==> src/rtl/character_reader_if.sv <==
// Frame-request, text-RAM read and character-stream signals of the character reader.
// master = the reader, slave = the RAM/downstream side.
interface character_reader_if;
  logic       frame_start;
  logic       busy;
  logic       read_enable;
  logic [4:0] read_row;
  logic [6:0] read_col;
  logic [7:0] read_byte;
  logic       character_ready;
  logic       character_valid;
  logic [7:0] character_byte;
  logic [4:0] character_row;
  logic [6:0] character_col;
  logic       character_last;

  modport master (
    input  frame_start, read_byte, character_ready,
    output busy, read_enable, read_row, read_col,
           character_valid, character_byte, character_row, character_col, character_last
  );

  modport slave (
    output frame_start, read_byte, character_ready,
    input  busy, read_enable, read_row, read_col,
           character_valid, character_byte, character_row, character_col, character_last
  );
endinterface

==> src/rtl/character_reader.sv <==
// Walks the text RAM in raster order once per frame request and streams each byte,
// tagged with row/col, through a 2-entry credit-tracked output buffer.
module character_reader #(
  parameter int ROWS = 30,
  parameter int COLS = 100
) (
  input logic               clk,
  input logic               reset,
  character_reader_if.master bus
);

  localparam int DATA_W = 8;
  localparam logic [4:0] ROW_MAX = 5'(ROWS - 1);
  localparam logic [6:0] COL_MAX = 7'(COLS - 1);

  typedef enum logic [1:0] {IDLE, READING, DRAINING} state_t;

  state_t            state;
  logic [4:0]        row_p0;
  logic [6:0]        col_p0;
  logic              vld_p1;
  logic [4:0]        row_p1;
  logic [6:0]        col_p1;
  logic              last_p1;
  logic [1:0]        occ;
  logic [1:0]        occ_nxt;
  logic [DATA_W-1:0] spare_byte;
  logic [4:0]        spare_row;
  logic [6:0]        spare_col;
  logic              spare_last;

  logic pop;
  logic push;
  logic credit;
  logic issue;
  logic at_end;

  assign pop    = bus.character_valid & bus.character_ready;
  assign push   = vld_p1;
  // A slot is free if the buffer plus the read in flight leave room, counting this cycle's pop.
  assign credit = (3'(occ) + 3'(vld_p1)) < (3'd2 + 3'(pop));
  assign issue  = (state == READING) && credit;
  assign at_end = (row_p0 == ROW_MAX) && (col_p0 == COL_MAX);

  assign bus.read_enable = issue;
  assign bus.read_row    = row_p0;
  assign bus.read_col    = col_p0;
  assign bus.busy        = (state != IDLE);

  always_comb begin
    occ_nxt = occ + {1'b0, push} - {1'b0, pop};
  end

  always_ff @(posedge clk) begin
    if (reset) begin
      state               <= IDLE;
      row_p0              <= '0;
      col_p0              <= '0;
      vld_p1              <= 1'b0;
      occ                 <= '0;
      bus.character_valid <= 1'b0;
      bus.character_last  <= 1'b0;
      bus.character_byte  <= '0;
      bus.character_row   <= '0;
      bus.character_col   <= '0;
    end else begin
      // p0: address generation
      case (state)
        IDLE: begin
          if (bus.frame_start) begin
            state  <= READING;
            row_p0 <= '0;
            col_p0 <= '0;
          end
        end
        READING: begin
          if (issue) begin
            if (at_end) state <= DRAINING;
            if (col_p0 == COL_MAX) begin
              col_p0 <= '0;
              row_p0 <= row_p0 + 5'd1;
            end else begin
              col_p0 <= col_p0 + 7'd1;
            end
          end
        end
        DRAINING: begin
          if (pop && bus.character_last) state <= IDLE;
        end
        default: state <= IDLE;
      endcase

      // p1: read in flight, tags travel with it
      vld_p1 <= issue;
      if (issue) begin
        row_p1  <= row_p0;
        col_p1  <= col_p0;
        last_p1 <= at_end;
      end

      // p2: output buffer, head is the registered output
      occ                 <= occ_nxt;
      bus.character_valid <= (occ_nxt != 2'd0);
      if (push && ((occ == 2'd0) || ((occ == 2'd1) && pop))) begin
        bus.character_byte <= bus.read_byte;
        bus.character_row  <= row_p1;
        bus.character_col  <= col_p1;
        bus.character_last <= last_p1;
      end else if ((occ == 2'd2) && pop) begin
        bus.character_byte <= spare_byte;
        bus.character_row  <= spare_row;
        bus.character_col  <= spare_col;
        bus.character_last <= spare_last;
      end
      if (push && (((occ == 2'd1) && !pop) || ((occ == 2'd2) && pop))) begin
        spare_byte <= bus.read_byte;
        spare_row  <= row_p1;
        spare_col  <= col_p1;
        spare_last <= last_p1;
      end
    end
  end

endmodule

==> src/flat_wrapper.sv <==
// flat-port wrapper written by rule: the top's interface ports become plain ports
module character_reader_flat 
#(
  parameter int ROWS = 30,
  parameter int COLS = 100
)
  (clk, reset, bus_frame_start, bus_read_byte, bus_character_ready, bus_busy, bus_read_enable, bus_read_row, bus_read_col, bus_character_valid, bus_character_byte, bus_character_row, bus_character_col, bus_character_last);
  character_reader_if bus_i ();
  input logic clk;
  input logic reset;
  input wire logic [$bits(bus_i.frame_start)-1:0] bus_frame_start;
  input wire logic [$bits(bus_i.read_byte)-1:0] bus_read_byte;
  input wire logic [$bits(bus_i.character_ready)-1:0] bus_character_ready;
  output wire logic [$bits(bus_i.busy)-1:0] bus_busy;
  output wire logic [$bits(bus_i.read_enable)-1:0] bus_read_enable;
  output wire logic [$bits(bus_i.read_row)-1:0] bus_read_row;
  output wire logic [$bits(bus_i.read_col)-1:0] bus_read_col;
  output wire logic [$bits(bus_i.character_valid)-1:0] bus_character_valid;
  output wire logic [$bits(bus_i.character_byte)-1:0] bus_character_byte;
  output wire logic [$bits(bus_i.character_row)-1:0] bus_character_row;
  output wire logic [$bits(bus_i.character_col)-1:0] bus_character_col;
  output wire logic [$bits(bus_i.character_last)-1:0] bus_character_last;
  assign bus_i.frame_start = bus_frame_start;
  assign bus_i.read_byte = bus_read_byte;
  assign bus_i.character_ready = bus_character_ready;
  assign bus_busy = bus_i.busy;
  assign bus_read_enable = bus_i.read_enable;
  assign bus_read_row = bus_i.read_row;
  assign bus_read_col = bus_i.read_col;
  assign bus_character_valid = bus_i.character_valid;
  assign bus_character_byte = bus_i.character_byte;
  assign bus_character_row = bus_i.character_row;
  assign bus_character_col = bus_i.character_col;
  assign bus_character_last = bus_i.character_last;
  character_reader #(.ROWS(ROWS), .COLS(COLS)) u_core (.clk(clk), .reset(reset), .bus(bus_i));
endmodule
==> config.mk <==
export PLATFORM = sky130hd
export DESIGN_NAME = character_reader_flat
export DESIGN_NICKNAME = d
export VERILOG_FILES = /design/src/rtl/character_reader_if.sv /design/src/rtl/character_reader.sv /design/src/flat_wrapper.sv
export SDC_FILE = /design/constraint.sdc
export NUM_CORES = 1
export LEC_CHECK = 0
export BUFFER_PORTS_ARGS = -buffer_cell sky130_fd_sc_hd__buf_2
export CORE_AREA = 10 10 83 85
export DETAILED_ROUTE_END_ITERATION = 10
export DIE_AREA = 0 0 93 95
export HOLD_SLACK_MARGIN = 0.02
export MAX_ROUTING_LAYER = met4
export PLACE_DENSITY = 0.87
export SLEW_MARGIN = 0
export SYNTH_ARGS = -nofsm -noshare
export SYNTH_HDL_FRONTEND = slang
export SYNTH_SLANG_ARGS = --single-unit
==> constraint.sdc <==
create_clock -name clk -period 4.8 [get_ports clk]
set_input_delay 0.48 -clock clk [delete_from_list [all_inputs] [get_ports clk]]
set_output_delay 0.48 -clock clk [all_outputs]
set_load 0.01 [all_outputs]
## After elaboration in Yosys (flattened, before gate mapping)

Cells that the tools add are included.

- Flip-flop bits (word level): 73
- Latch bits: 0
- Bits in writable memories: 0
- Bits in read-only memories: 0
- Input bits: 12
- Output and inout port bits: 36
- Memories kept: 0

- $add $sub $neg: 6
- Multipliers: 0
- Div/mod/pow operators: 0
- $lt $le $gt $ge: 1
- Equal/unequal tests: 11
- Shift-type cells: 0
- Mux-type cells: 21
- Bitwise operators: 2
- Reduce and logical (&&, ||, !) cells: 22

Operators by type and width:

| operator | number |
|---|---|
| $mux W7 | 5 |
| $mux W5 | 5 |
| $mux W8 | 2 |
| $pmux W7 S2 | 1 |
| $pmux W5 S2 | 1 |
| $logic_and A1 B1 Y1 | 8 |
| $mux W2 | 4 |
| $reduce_and A4 Y1 | 2 |
| $reduce_bool A2 Y1 | 4 |
| $add A7 B1 Y7 const B | 1 |
| $eq A7 B7 Y1 const B | 1 |
| $ne A2 B2 Y1 const B | 3 |
| $pmux W2 S3 | 1 |
| $add A5 B1 Y5 const B | 1 |
| $eq A5 B5 Y1 const B | 1 |
| $eq A2 B1 Y1 const B | 2 |
| $eq A2 B2 Y1 const B | 2 |
| $logic_not A2 Y1 | 2 |
| $ne A2 B1 Y1 const B | 2 |
| $reduce_and A2 Y1 | 2 |
| $add A2 B1 Y3 | 1 |
| $add A2 B1 Y3 const A | 1 |
| $lt A3 B3 Y1 | 1 |
| $reduce_and A3 Y1 | 1 |
| other kinds (7) | 9 |

## Longest topological paths before layout

- Word-level depth: 6
- Gate-level depth with buffers: 8

## Least setup slack after synthesis

OpenSTA, ideal clock, no wires.

- Path type: register to register
- Start point: register u_core.vld_p1, in the netlist u_core.push
- End point: register u_core.col_p1[0] (enable)
- Setup time: 400 ps
- Data arrival time: 2,266 ps
- Data required time: 4,400 ps
- Slack: 2,134 ps
- Stages on the path, launching flop included: 7
- Buffers on the path: 1
- Path through: dfxtp_1 > ha_1 > ha_1 > and4bb_2 > nor2_1 > clkbuf_1 > nor3_1

- Longest elaborated chain between the ends: 4

RTL lines:

| element | RTL line | text |
|---|---|---|
| start, declared | character_reader.sv:21 | `logic vld_p1;` |
| start signal, assigned | character_reader.sv:94 | `vld_p1 <= issue;` |
| $add A2 B1 Y3 | character_reader.sv:41 | `assign credit = (3'(occ) + 3'(vld_p1)) < (3'd2 + 3'(pop));` |
| $lt A3 B3 Y1 | character_reader.sv:41 |  |
| $logic_and A1 B1 Y1 | character_reader.sv:42 | `assign issue = (state == READING) && credit;` |
| $reduce_and A2 Y1 (no line) | n/a |  |
| end signal, assigned | character_reader.sv:97 | `col_p1 <= col_p0;` |
| end, declared | character_reader.sv:23 | `logic [6:0] col_p1;` |

No other way between the ends.
A chain may end at the register's enable or synchronous reset.

## Worst setup path after layout

- Start point: register u_core.vld_p1, in the netlist u_core.push
- End point: output port bus_read_enable

- Longest elaborated chain between the ends: 3

RTL lines:

| element | RTL line | text |
|---|---|---|
| $add A2 B1 Y3 | character_reader.sv:41 |  |
| $lt A3 B3 Y1 | character_reader.sv:41 |  |
| $logic_and A1 B1 Y1 | character_reader.sv:42 |  |
| end, declared | flat_wrapper.sv:15 | `output wire logic [$bits(bus_i.read_enable)-1:0] bus_read_enable;` |

No other way between the ends.

==> run metrics <==
min setup slack post-route roughly 2200 ps; antenna-violating nets left 0; Top FF cell, synth dfxtp_1; setup TNS 0 ps; Worst-Skew Late Latency 340 ps; fillers 444; synth cell count leaders 39 x dfxtp_1, 34 x edfxtp_1, 26 x a211oi_1, 26 x nor2_1, 20 x mux2i_1; status finished, final reports clean; Cells after DPL ~360; Synth Cell Area 3050 um2; cts hold-fix bufs 0; final hold vios 0; register area share after synthesis 59.1%; R2R Path End u_core.spare_last; DR pass1 iterations 4; setup bufs post-CTS 0; WHS Path Cells 1; largest cells by area after synthesis edfxtp_1 33%, dfxtp_1 26%, mux2i_1 6.6%; IO Pins 48; Core ar. 5340 um2; WL met3 about 320 um; worst-path fanout max 12; worst vdd ir between 150 and 200 uV; Ant. Diodes 0; Clock Sinks 73; skew final 3.87 ps; CTS buffer count 9; Pins Over Slew Limit 0; Resize count post-CTS 0; hold_sp bus_read_byte[0]; Vias/cell 5.66; worst r2r path cells 5; EDFF count, synth 34; total grt overflow 0; Cell variety after synth 42; syn_area_per_cell 12.0 um2; root buf cell clkbuf_8; H-tree levels 3; R2R setup slack 2590 ps; max layer used met4; Initial Util 57.1%; share of layout cells above drive strength 1 25.7%; synthesized net count 274; vias in the first global route around 2300; TritonCTS clock tree done; WL final 6330 um; Tcrit/Tclk final 54.3%; routability cong. roughly 0.86; die height 95 um; most frequent cell after synthesis dfxtp_1; post-place setup slack 2360 ps; FP Rows 27; Non-Filler Instances 379; worst r2r src u_core.bus.character_valid; routed length on met1 2660 um; P_leak 1.49 nW; nets@finish 321; PD cells slightly above 400 nW/um2; Post-Syn Instances 255; Synth area leader edfxtp_1; CTS max path bufs 2; Post-DP HPWL 4230 um; I/O Buffers 47; final setup violation count 0; Iter 0 DRT Violations 129; Synth Warn # 0; DR DRC count 0; Slew HR 37.7%; first-pass GRT wire length between 10000 and 15000 um; Area after DPL 3330 um2; via count 2147; initial antenna violation count 0; CP endpoint kind output pin; share of the synthesized area in the top cell type 33.5%; synthesis-to-layout area growth 16.3%; Startpoint Class flip-flop; worst min path class primary input to flip-flop; ys async rst share 0%; maxcap violations 0; gr usage total between 15 and 20%; clock-pin slew on the worst setup and hold paths 70 ps; Design Area, Final 3540 um2; fmax 383 MHz; die footprint between 8000 and 9000 um2; WHS Endpoint u_core.spare_byte[0]; Tot Pwr 1.47 mW; routed len/inst 16.7 um; CP required 4320 ps; RSZ-0062 raised after global routing false; worst-margin pin slew 935 ps; Die W 93 um; post-synthesis register bit count 73; Worst Setup Path Type flip-flop to output pin; metal2 WL 3280 um; post-layout minimum cycle time 2610 ps; critical path arrival 2130 ps; largest net degree at the start of global routing 44
==> metrics by stage <==
step / utilization, % / hold slack (ps)
4_1_cts: 66.4 / 308
2_1_floorplan: - / 426
3_3_place_gp: 62.3 / 430
3_5_place_dp: 62.3 / 432
5_1_grt: 66.4 / 310
6_report: 66.4 / 329
==> state kept, by name, indices dropped and copies added, names as in the netlist <==
register                    cells
u_core.bus.character_col        7
u_core.row_p1                   5
u_core.state                    2
u_core.bus.character_row        5
u_core.spare_col                7
u_core.bus.character_valid      1
u_core.occ                      2
u_core.spare_last               1
u_core.bus.character_last       1
u_core.last_p1                  1
u_core.push                     1
u_core.spare_row                5
u_core.bus.character_byte       8
u_core.col_p1                   7
u_core.bus.read_col             7
u_core.spare_byte               8
u_core.bus.read_row             5
==> logic make-up after synthesis <==
group           count (synthesis)  share of synthesized area (%)
simple gates                   80                           15.1
flops                          73                           59.1
compound gates                 54                           13.0
buf+inv                        20                           3.04
mux                            20                           6.57
fa+ha+maj                       7                           2.87
xor+xnor                        1                          0.287
==> area by class of cell <==
| type | count | area, um2 | area share, % |
|---|---|---|---|
| sequential | 73 | 1800 | 50.8 |
| multi-input combinational | 162 | 1150 | 32.5 |
| timing repair buffer | 50 | 258 | 7.27 |
| clock buffer | 10 | 138 | 3.88 |
| tap | 72 | 90.1 | 2.54 |
| clock inverter | 6 | 81.3 | 2.29 |
| inverter | 6 | 22.5 | 0.635 |
==> power breakdown <==
part / switching, mW / leakage [nW] / internal [mW]
clock network: 0.219 / 0.110 / 0.303
logic: 0.125 / 0.755 / 0.0888
registers: 0.0308 / 0.627 / 0.700
==> layout by cell type, fill, tap and decap left out, types with 2 or more instances in the layout <==
| cell type | Yosys | final |
|---|---|---|
| nor3b_1 | 2 | 2 |
| nand3_1 | 6 | 6 |
| nor3_1 | 3 | 3 |
| bufinv_16 | 0 | 2 |
| edfxtp_1 | 34 | 34 |
| buf_2 | 2 | 47 |
| o31ai_1 | 4 | 4 |
| nand2b_1 | 7 | 7 |
| nand2_1 | 6 | 6 |
| nor2b_1 | 3 | 3 |
| nand4b_1 | 4 | 4 |
| nand3b_1 | 2 | 2 |
| or4_1 | 5 | 5 |
| o221ai_1 | 2 | 2 |
| mux2i_1 | 20 | 20 |
| o21ai_1 | 3 | 3 |
| dfxtp_1 | 39 | 39 |
| a31oi_1 | 2 | 2 |
| a21oi_1 | 6 | 6 |
| nor2_1 | 26 | 26 |
| clkinv_2 | 0 | 2 |
| and2_1 | 2 | 2 |
| inv_1 | 6 | 6 |
| clkbuf_8 | 0 | 10 |
| a211oi_1 | 26 | 26 |
| buf_4 | 0 | 3 |
| o21ai_0 | 2 | 2 |
| or2_2 | 7 | 7 |
| ha_1 | 7 | 7 |
| a31o_2 | 2 | 2 |
| o311ai_0 | 2 | 2 |
==> how the worst max path moves through the flow <==
| stage | startpoint | end | slack [ps] | cells past startpoint |
|---|---|---|---|---|
| final | u_core.push | bus_read_enable | 2190 | 6 |
| after global routing | u_core.push | bus_read_enable | 2020 | 6 |
| after CTS | u_core.push | bus_read_enable | 2180 | 6 |
| after detailed placement | bus_character_ready | u_core.spare_col[3] | 2360 | 6 |
| after global placement | bus_character_ready | u_core.spare_byte[7] | 2460 | 6 |
| after floorplan | u_core.push | u_core.col_p1[0] | 2130 | 6 |
==> worst max-delay path, cell delays in order, from the launching register on <==
cell and delay, ps:
dfxtp_1 400, ha_1 190, ha_1 180, and4bb_2 260, nor2_1 490, nor2_1 100, buf_2 160
==> per-layer routing <==
metal / vias to the layer above / GRT usage [%]
met1: 1037 / 17.6
met5: - / -
met4: 0 / 6.30
met3: 7 / 4.44
li1: 1057 / -
met2: 46 / 25.4
No activity file was read; power rests on OpenSTA's default activity.
